File: src/rtl/seg_scan_ctrl_if.sv
// Frame-load handshake and display-side signals of seg_scan_ctrl.
// The writer side uses modport master, the scan controller uses modport slave.
interface seg_scan_ctrl_if #(
   parameter int unsigned N = 4
) ();

   logic             load_valid;
   logic [4*N-1:0]   load_data;
   logic             load_ready;
   logic [N-1:0]     blank_mask;
   logic [3:0]       hex_out;
   logic [N-1:0]     anodes;
   logic             frame_start;

   modport master (
      output load_valid,
      output load_data,
      output blank_mask,
      input  load_ready,
      input  hex_out,
      input  anodes,
      input  frame_start
   );

   modport slave (
      input  load_valid,
      input  load_data,
      input  blank_mask,
      output load_ready,
      output hex_out,
      output anodes,
      output frame_start
   );

endinterface

File: src/rtl/seg_scan_ctrl.sv
// Multiplexed seven-segment scan controller with GUARD/DRIVE dead time and tear-free frame loads.
// Define SEG_LZ_BLANK_EN to add leading-zero blanking on the display register.
module seg_scan_ctrl #(
   parameter int unsigned N          = 4,
   parameter int unsigned F_CLK      = 100000000,
   parameter int unsigned REFRESH_HZ = 60
) (
   input logic           clock,
   input logic           reset,
   seg_scan_ctrl_if.slave bus
);

   localparam int unsigned DIV = F_CLK / (N * REFRESH_HZ);
   localparam int unsigned CW  = (DIV > 1) ? $clog2(DIV) : 1;
   localparam int unsigned DW  = (N > 1) ? $clog2(N) : 1;

   localparam logic GUARD = 1'b0;
   localparam logic DRIVE = 1'b1;

   if (DIV < 4) begin : gDivTooSmall
      $error("seg_scan_ctrl: F_CLK/(N*REFRESH_HZ) must be at least 4");
   end
   if (N < 1 || N > 8) begin : gBadN
      $error("seg_scan_ctrl: N must be in 1..8");
   end

   logic            runQ;
   logic            stateQ, stateD;
   logic [CW-1:0]   slotQ, slotD;
   logic [DW-1:0]   digitQ, digitD;
   logic [4*N-1:0]  displayQ, shadowQ;
   logic            pendingQ, pendingD;
   logic            readyQ;
   logic            frameStartQ;
   logic [3:0]      hexQ;
   logic [N-1:0]    anodesQ;

   logic            slotLast, digitLast, frameEnter, toDrive, toGuard, accept;
   logic [N-1:0]    digitOneHot;
   logic [3:0]      curNibble;
   logic            suppress;

   assign slotLast    = (slotQ == CW'(DIV - 1));
   assign digitLast   = (digitQ == DW'(N - 1));
   // The idle cycle right after reset counts as the end of a frame, so the first
   // edge out of reset opens frame 0.
   assign frameEnter  = !runQ || (slotLast && digitLast);
   assign toDrive     = (stateQ == GUARD) && (stateD == DRIVE);
   assign toGuard     = (stateQ == DRIVE) && (stateD == GUARD);
   assign accept      = bus.load_valid && readyQ;
   assign digitOneHot = N'(1) << digitQ;

   always_comb begin
      curNibble = 4'h0;
      for (int i = 0; i < int'(N); i++) begin
         if (digitQ == DW'(i)) curNibble = displayQ[4*i +: 4];
      end
   end

`ifdef SEG_LZ_BLANK_EN
   logic [N-1:0] lzMask;

   // A digit is a leading zero when it and every more-significant nibble are 0.
   always_comb begin
      logic tailZero;
      lzMask   = '0;
      tailZero = 1'b1;
      for (int i = int'(N) - 1; i >= 0; i--) begin
         tailZero = tailZero & (displayQ[4*i +: 4] == 4'h0);
         if (i != 0) lzMask[i] = tailZero;
      end
   end

   assign suppress = |((bus.blank_mask | lzMask) & digitOneHot);
`else
   assign suppress = |(bus.blank_mask & digitOneHot);
`endif

   always_comb begin
      slotD  = slotQ;
      digitD = digitQ;
      stateD = stateQ;
      if (runQ) begin
         slotD = slotLast ? '0 : slotQ + CW'(1);
         if (slotLast) digitD = digitLast ? '0 : digitQ + DW'(1);
      end
      case (stateQ)
         GUARD:   if (runQ && slotQ == CW'(1)) stateD = DRIVE;
         DRIVE:   if (slotLast) stateD = GUARD;
         default: stateD = GUARD;
      endcase
   end

   always_comb begin
      pendingD = pendingQ;
      if (accept) pendingD = 1'b1;
      else if (frameEnter) pendingD = 1'b0;
   end

   always_ff @(posedge clock or posedge reset) begin
      if (reset) begin
         runQ        <= 1'b0;
         stateQ      <= GUARD;
         slotQ       <= '0;
         digitQ      <= '0;
         displayQ    <= '0;
         shadowQ     <= '0;
         pendingQ    <= 1'b0;
         readyQ      <= 1'b0;
         frameStartQ <= 1'b0;
         hexQ        <= 4'h0;
         anodesQ     <= '1;
      end else begin
         runQ        <= 1'b1;
         stateQ      <= stateD;
         slotQ       <= slotD;
         digitQ      <= digitD;
         pendingQ    <= pendingD;
         readyQ      <= !pendingD;
         frameStartQ <= frameEnter;
         if (accept) shadowQ <= bus.load_data;
         // accept never coincides with a transfer: readyQ is low while pending.
         if (frameEnter && pendingQ) displayQ <= shadowQ;
         if (toDrive) begin
            hexQ    <= curNibble;
            anodesQ <= suppress ? '1 : ~digitOneHot;
         end else if (toGuard) begin
            anodesQ <= '1;
         end
      end
   end

   assign bus.load_ready  = readyQ;
   assign bus.hex_out     = hexQ;
   assign bus.anodes      = anodesQ;
   assign bus.frame_start = frameStartQ;

endmodule

File: src/flat_wrapper.sv
// flat-port wrapper written by rule: the top's interface ports become plain ports
module seg_scan_ctrl_flat 
#(
   parameter int unsigned N          = 4,
   parameter int unsigned F_CLK      = 100000000,
   parameter int unsigned REFRESH_HZ = 60
)
  (clock, reset, bus_load_valid, bus_load_data, bus_blank_mask, bus_load_ready, bus_hex_out, bus_anodes, bus_frame_start);
  seg_scan_ctrl_if #(.N(N)) bus_i ();
  input logic clock;
  input logic reset;
  input wire logic [$bits(bus_i.load_valid)-1:0] bus_load_valid;
  input wire logic [$bits(bus_i.load_data)-1:0] bus_load_data;
  input wire logic [$bits(bus_i.blank_mask)-1:0] bus_blank_mask;
  output wire logic [$bits(bus_i.load_ready)-1:0] bus_load_ready;
  output wire logic [$bits(bus_i.hex_out)-1:0] bus_hex_out;
  output wire logic [$bits(bus_i.anodes)-1:0] bus_anodes;
  output wire logic [$bits(bus_i.frame_start)-1:0] bus_frame_start;
  assign bus_i.load_valid = bus_load_valid;
  assign bus_i.load_data = bus_load_data;
  assign bus_i.blank_mask = bus_blank_mask;
  assign bus_load_ready = bus_i.load_ready;
  assign bus_hex_out = bus_i.hex_out;
  assign bus_anodes = bus_i.anodes;
  assign bus_frame_start = bus_i.frame_start;
  seg_scan_ctrl #(.N(N), .F_CLK(F_CLK), .REFRESH_HZ(REFRESH_HZ)) u_core (.clock(clock), .reset(reset), .bus(bus_i));
endmodule
File: config.mk
export PLATFORM = sky130hd
export DESIGN_NAME = seg_scan_ctrl_flat
export DESIGN_NICKNAME = d
export VERILOG_FILES = /design/src/rtl/seg_scan_ctrl_if.sv /design/src/rtl/seg_scan_ctrl.sv /design/src/flat_wrapper.sv
export SDC_FILE = /design/constraint.sdc
export NUM_CORES = 1
export LEC_CHECK = 0
export CORE_UTILIZATION = 51
export DETAILED_ROUTE_END_ITERATION = 16
export PLACE_DENSITY_LB_ADDON = 0.1
export SYNTH_ARGS = -nofsm -noshare
export SYNTH_HDL_FRONTEND = slang
export SYNTH_SLANG_ARGS = --single-unit
File: constraint.sdc
create_clock -name clock -period 6.15 [get_ports clock]
set_clock_uncertainty 0.15 [all_clocks]
set_input_delay 0.615 -clock clock [delete_from_list [all_inputs] [get_ports clock]]
set_output_delay 0.615 -clock clock [all_outputs]
set_load 0.1 [all_outputs]
* After elaboration in Yosys (flattened, before gate mapping)
Index checks and enable logic that the tools add are counted.
Word-level totals: bits in registers 66, bits in latches 0, RAM bits 0, ROM bits 0, output and inout bits 10, logic and storage cells 50, memories kept 0
Operators by class: add/subtract/negate cells 2, multipliers 0, divide/modulo/power cells 0, order comparisons 0, equal/unequal tests 5, shifts and indexed selects 1, mux-type cells 14, bitwise logic cells 4, reduce and logical (&&, ||, !) cells 13
Operators by type and width (number):
- $mux W4 | 7
- $add A19 B1 Y19 const B | 1
- $eq A19 B1 Y1 const B | 1
- $eq A19 B19 Y1 const B | 1
- $mux W19 | 1
- $logic_and A1 B1 Y1 | 6
- $and A4 B4 Y4 | 1
- $eq A2 B2 Y1 const B | 2
- $mux W1 | 4
- $not A4 Y4 | 1
- $reduce_or A4 Y1 | 1
- $shl A1 B2 Y4 const A | 1
- $add A2 B1 Y2 const B | 1
- $eq A2 B1 Y1 const B | 1
- $logic_not A1 Y1 | 2
- $logic_not A2 Y1 | 1
- $mux W2 | 1
- $not A1 Y1 | 2
- $pmux W1 S2 | 1
- $reduce_and A2 Y1 | 1
- $reduce_bool A2 Y1 | 1
- $logic_or A1 B1 Y1 | 1

* Depth between registers and ports, before layout
word-level depth 8, depth in mapped cells 10, mapped depth without buffers 9

* Least setup slack after synthesis
No wires, ideal clock.
path type reg2reg, start point register u_core.slotQ[1], end point register u_core.anodesQ[2], in the netlist u_core.bus.anodes[2], setup time 0.093 ns, arrival time 2.132 ns, setup slack 3.775 ns, stages on the path, launching flop included 10, path buffers 0, period minus slack after synthesis 2.375 ns, cell sequence dfrtp_1 -> inv_1 -> ha_1 -> nor4b_4 -> nand2_2 -> or3_2 -> o21ai_0 -> ha_1 -> and4b_1 -> a21oi_1
On the way: longest elaborated chain between the ends 7, elaborated cells between the ends (all ways) 11
RTL lines:
- from (decl) | RTL line seg_scan_ctrl.sv:29 | logic [CW-1:0] slotQ, slotD;
- from (signal assigned) | RTL line seg_scan_ctrl.sv:116 | slotQ <= slotD;
- $eq A19 B1 Y1 | RTL line seg_scan_ctrl.sv:88 | GUARD: if (runQ && slotQ == CW'(1)) stateD = DRIVE;
- $logic_and A1 B1 Y1 | RTL line seg_scan_ctrl.sv:88
- $mux W1 | RTL line seg_scan_ctrl.sv:88
- $pmux W1 S2 * | RTL line seg_scan_ctrl.sv:87 | case (stateQ)
- net u_core.stateD | RTL line seg_scan_ctrl.sv:28 | logic stateQ, stateD;
- $not A1 Y1 | RTL line seg_scan_ctrl.sv:49 | assign toGuard = (stateQ == DRIVE) && (stateD == GUARD);
- $logic_and A1 B1 Y1 | RTL line seg_scan_ctrl.sv:49
- $reduce_bool A2 Y1 (no line)
- to (signal assigned) | RTL line seg_scan_ctrl.sv:126 | anodesQ <= suppress ? '1 : ~digitOneHot;
- to (decl) | RTL line seg_scan_ctrl.sv:36 | logic [N-1:0] anodesQ;
Mark *: on every way through the listed nets, which the timed path passes. The rest lies on a longest branch. A chain may end at the register's enable or synchronous reset.

* Final worst setup path
start point register u_core.anodesQ[2], in the netlist u_core.bus.anodes[2], end point output bus_anodes[2]
RTL lines:
- to (decl) | RTL line flat_wrapper.sv:17 | output wire logic [$bits(bus_i.anodes)-1:0] bus_anodes;
No word-level cell between the ends.

==> run metrics <==
clk slew on worst S/H paths=70 ps; multi-input logic area=roughly 1300 um^2; CTS H-tree lvls=3; setup TNS=0 ps; critical-path cell list=clkdlybuf4s50_1; Core Area=5890 um^2; Crit. Startpoint=u_core.bus.anodes[2]$_DFFE_PP1P_; largest cells by area after synthesis=dfrtp_1 (50%), mux2_2 (8.7%), mux2_4 (4.8%), dfstp_2 (3.4%), ha_1 (3.2%); Ys Warns=0; Synth top area share=between 40% and 50%; Fill cells=502; global route overflow=0; outcome=finished, final reports clean; CTS Buf Count=9; Worst Hold Class=reg -> reg; vias in the first global route=1,820; most frequent cells in the layout=dfrtp_1 (62), clkdlybuf4s50_1 (32), mux2_2 (24); PwrDens=about 370 nW/um^2; WP depth=1; Die Span X=~80 um; Worst-Skew Late Latency=around 340 ps; worst rel slew slack=about a third; dominant synthesized flop cell=dfrtp_1; global-route wire length before repair=about 9 mm; Vias/cell=~5.4; Worst-Margin Slew=between 900 and 1000 ps; FMAX=between 300 and 400 MHz; RR Startpoint=u_core.slotQ[1]$_DFFE_PP0P_; GRT Overall Usage=roughly a fifth; Vias=1,998; Hold-fix buffers, CTS=0; number of synthesized register bits=66; Gates resized, CTS repair=0; commonest non-fill, non-tap cell in the layout=dfrtp_1; sequential element share of the synthesized area=53.3%; clock root buffer=clkbuf_8; Sink Count=66; Slowest-stage cell, CP=clkdlybuf4s50_1; WS Path Type=reg -> out; final net count=320; post-synthesis cell type with the largest combined area=dfrtp_1; Slew Limit Fails=0; Pre-Repair DR Iteration Count=4; RSZ-0062 raised after global routing=false; Max Cap Violations=0; Post-synth EDFFs=0; worst-case vdd ir drop=approximately 200 uV; Largest delay share family, worst path=buffers and inverters; Starting Density=52.8%; Worst Setup Slack, final=between 3000 and 4000 ps; dpl hpwl=~3.7 mm; wire per inst=approximately 15 um; placed cell area=about 3500 um^2; CTS Buffer Depth=2; area delta synth->final=17.8%; share of cells above drive strength 1=a little under a quarter; crit path capture type=primary output; WP buf/inv=1; Worst Reg-to-Reg Cells=9; Diodes inserted=0; Buffers on Ports=32; Post-Place Setup Slack=3460 ps; crit path DAT=a little under 2000 ps; Final ANT Viol Nets=0; Final min period=between 2000 and 3000 ps; overall die height=between 80 and 90 um; final wirelength=around 5.4 mm; worst flop-to-flop path endpoint=u_core.bus.anodes[2]$_DFFE_PP1P_; Setup violations, final=0; design area=approximately 3700 um^2; TritonCTS clock tree=done; Mapped Nets=approximately 290; number of remaining DRC errors=0; total die area=6410 um^2; number of distinct library cells after synthesis=47; peak fanout along the critical path=2; setup bufs post-CTS=0; # IOs=33; Final GP Congestion=0.771; Post-Synthesis Cells=between 200 and 300; CP max stage delay=approximately 1100 ps; CP Data Required Time=roughly 5400 ps; R2R Setup Slk=3480 ps; syn avg cell area=approximately 12 um^2; period utilization=44.8%; mapped cell area=between 3000 and 4000 um^2; fraction of registers with async set/reset=100%; Pleak=around 1.6 nW; initial antenna violation count=0; Setup crit start kind=register; Reg area=roughly 1700 um^2; number of DRC markers in iteration 0=about 140; Final Hold Vio Count=0; Design Power=between 1 and 1.5 mW; largest net degree at the start of global routing=67; worst setup path endpoint=bus_anodes[2]; row cnt=28
## area by class of cell
type                    count  share of cell area [%]
clock buffers              13                    4.62
clock inverters             3                   0.615
inverters                   9                   0.923
multi-input cells         168                    36.6
flip-flops and latches     66                    45.3
well taps                  75                    2.56
repair buffers             35                    9.37
## metrics by stage
stage	util [%]	std cells	hold WS (ps)
6_report	62.2	369	348
4_1_cts	62.2	369	352
5_1_grt	62.2	369	372
3_3_place_gp	58.9	353	336
2_1_floorplan	-	255	321
3_5_place_dp	58.9	353	334
## cells in the mapped netlist (4+ instances only)
master / n
mux2_4: 10
dfrtp_1: 62
nand2b_1: 7
o21ai_0: 6
a31oi_1: 4
ha_1: 8
buf_2: 4
nand2_1: 17
nand4_1: 4
nor2b_1: 5
nand3_1: 10
inv_1: 9
and4_1: 4
dfstp_2: 4
a21oi_1: 7
xor2_1: 10
clkbuf_1: 4
nor2_1: 15
a221o_1: 4
mux2_2: 24
nor4_1: 4
## registers in the layout (all words and copies together), names as in the netlist
register,cells
u_core.bus.frame_start,1
u_core.bus.anodes,4
u_core.shadowQ,16
u_core.bus.hex_out,4
u_core.digitQ,2
u_core.pendingQ,1
u_core.displayQ,16
u_core.runQ,1
u_core.bus.load_ready,1
u_core.stateQ,1
u_core.slotQ,19
## worst min path at each step
stage                                       to                             from  cells past startpoint  slack (ps)
6_report       u_core.displayQ[12]$_DFFE_PP0P_   u_core.shadowQ[12]$_DFFE_PP0P_                      1         350
5_1_grt        u_core.displayQ[11]$_DFFE_PP0P_  u_core.displayQ[11]$_DFFE_PP0P_                      1         370
3_3_place_gp    u_core.displayQ[9]$_DFFE_PP0P_    u_core.shadowQ[9]$_DFFE_PP0P_                      1         340
4_1_cts        u_core.displayQ[12]$_DFFE_PP0P_   u_core.shadowQ[12]$_DFFE_PP0P_                      1         350
3_5_place_dp   u_core.displayQ[12]$_DFFE_PP0P_   u_core.shadowQ[12]$_DFFE_PP0P_                      1         330
2_1_floorplan  u_core.displayQ[10]$_DFFE_PP0P_  u_core.displayQ[10]$_DFFE_PP0P_                      1         320
## cells by family after synthesis
logic type | after synthesis | synth area share, %
buf+inv | 21 | 3.50
flops | 66 | 53.3
mux | 34 | 13.5
simple gates | 86 | 16.6
xor+xnor | 13 | 3.66
other cells | 1 | 0.121
compound gates | 26 | 6.08
fa+ha+maj | 8 | 3.22
## where the power goes
group | switching (mW) | internal, mW
registers | 0.0800 | 0.543
clock network | 0.162 | 0.179
logic | 0.228 | 0.179
## routing by layer
layer	vias to the layer above	global-route usage (%)	wire length (um)
met5	-	0	0
met4	0	10.7	119
met3	11	4.20	204
met2	41	28.4	2480
met1	975	27.5	2580
li1	971	-	-
No activity file was read; power rests on OpenSTA's default activity.
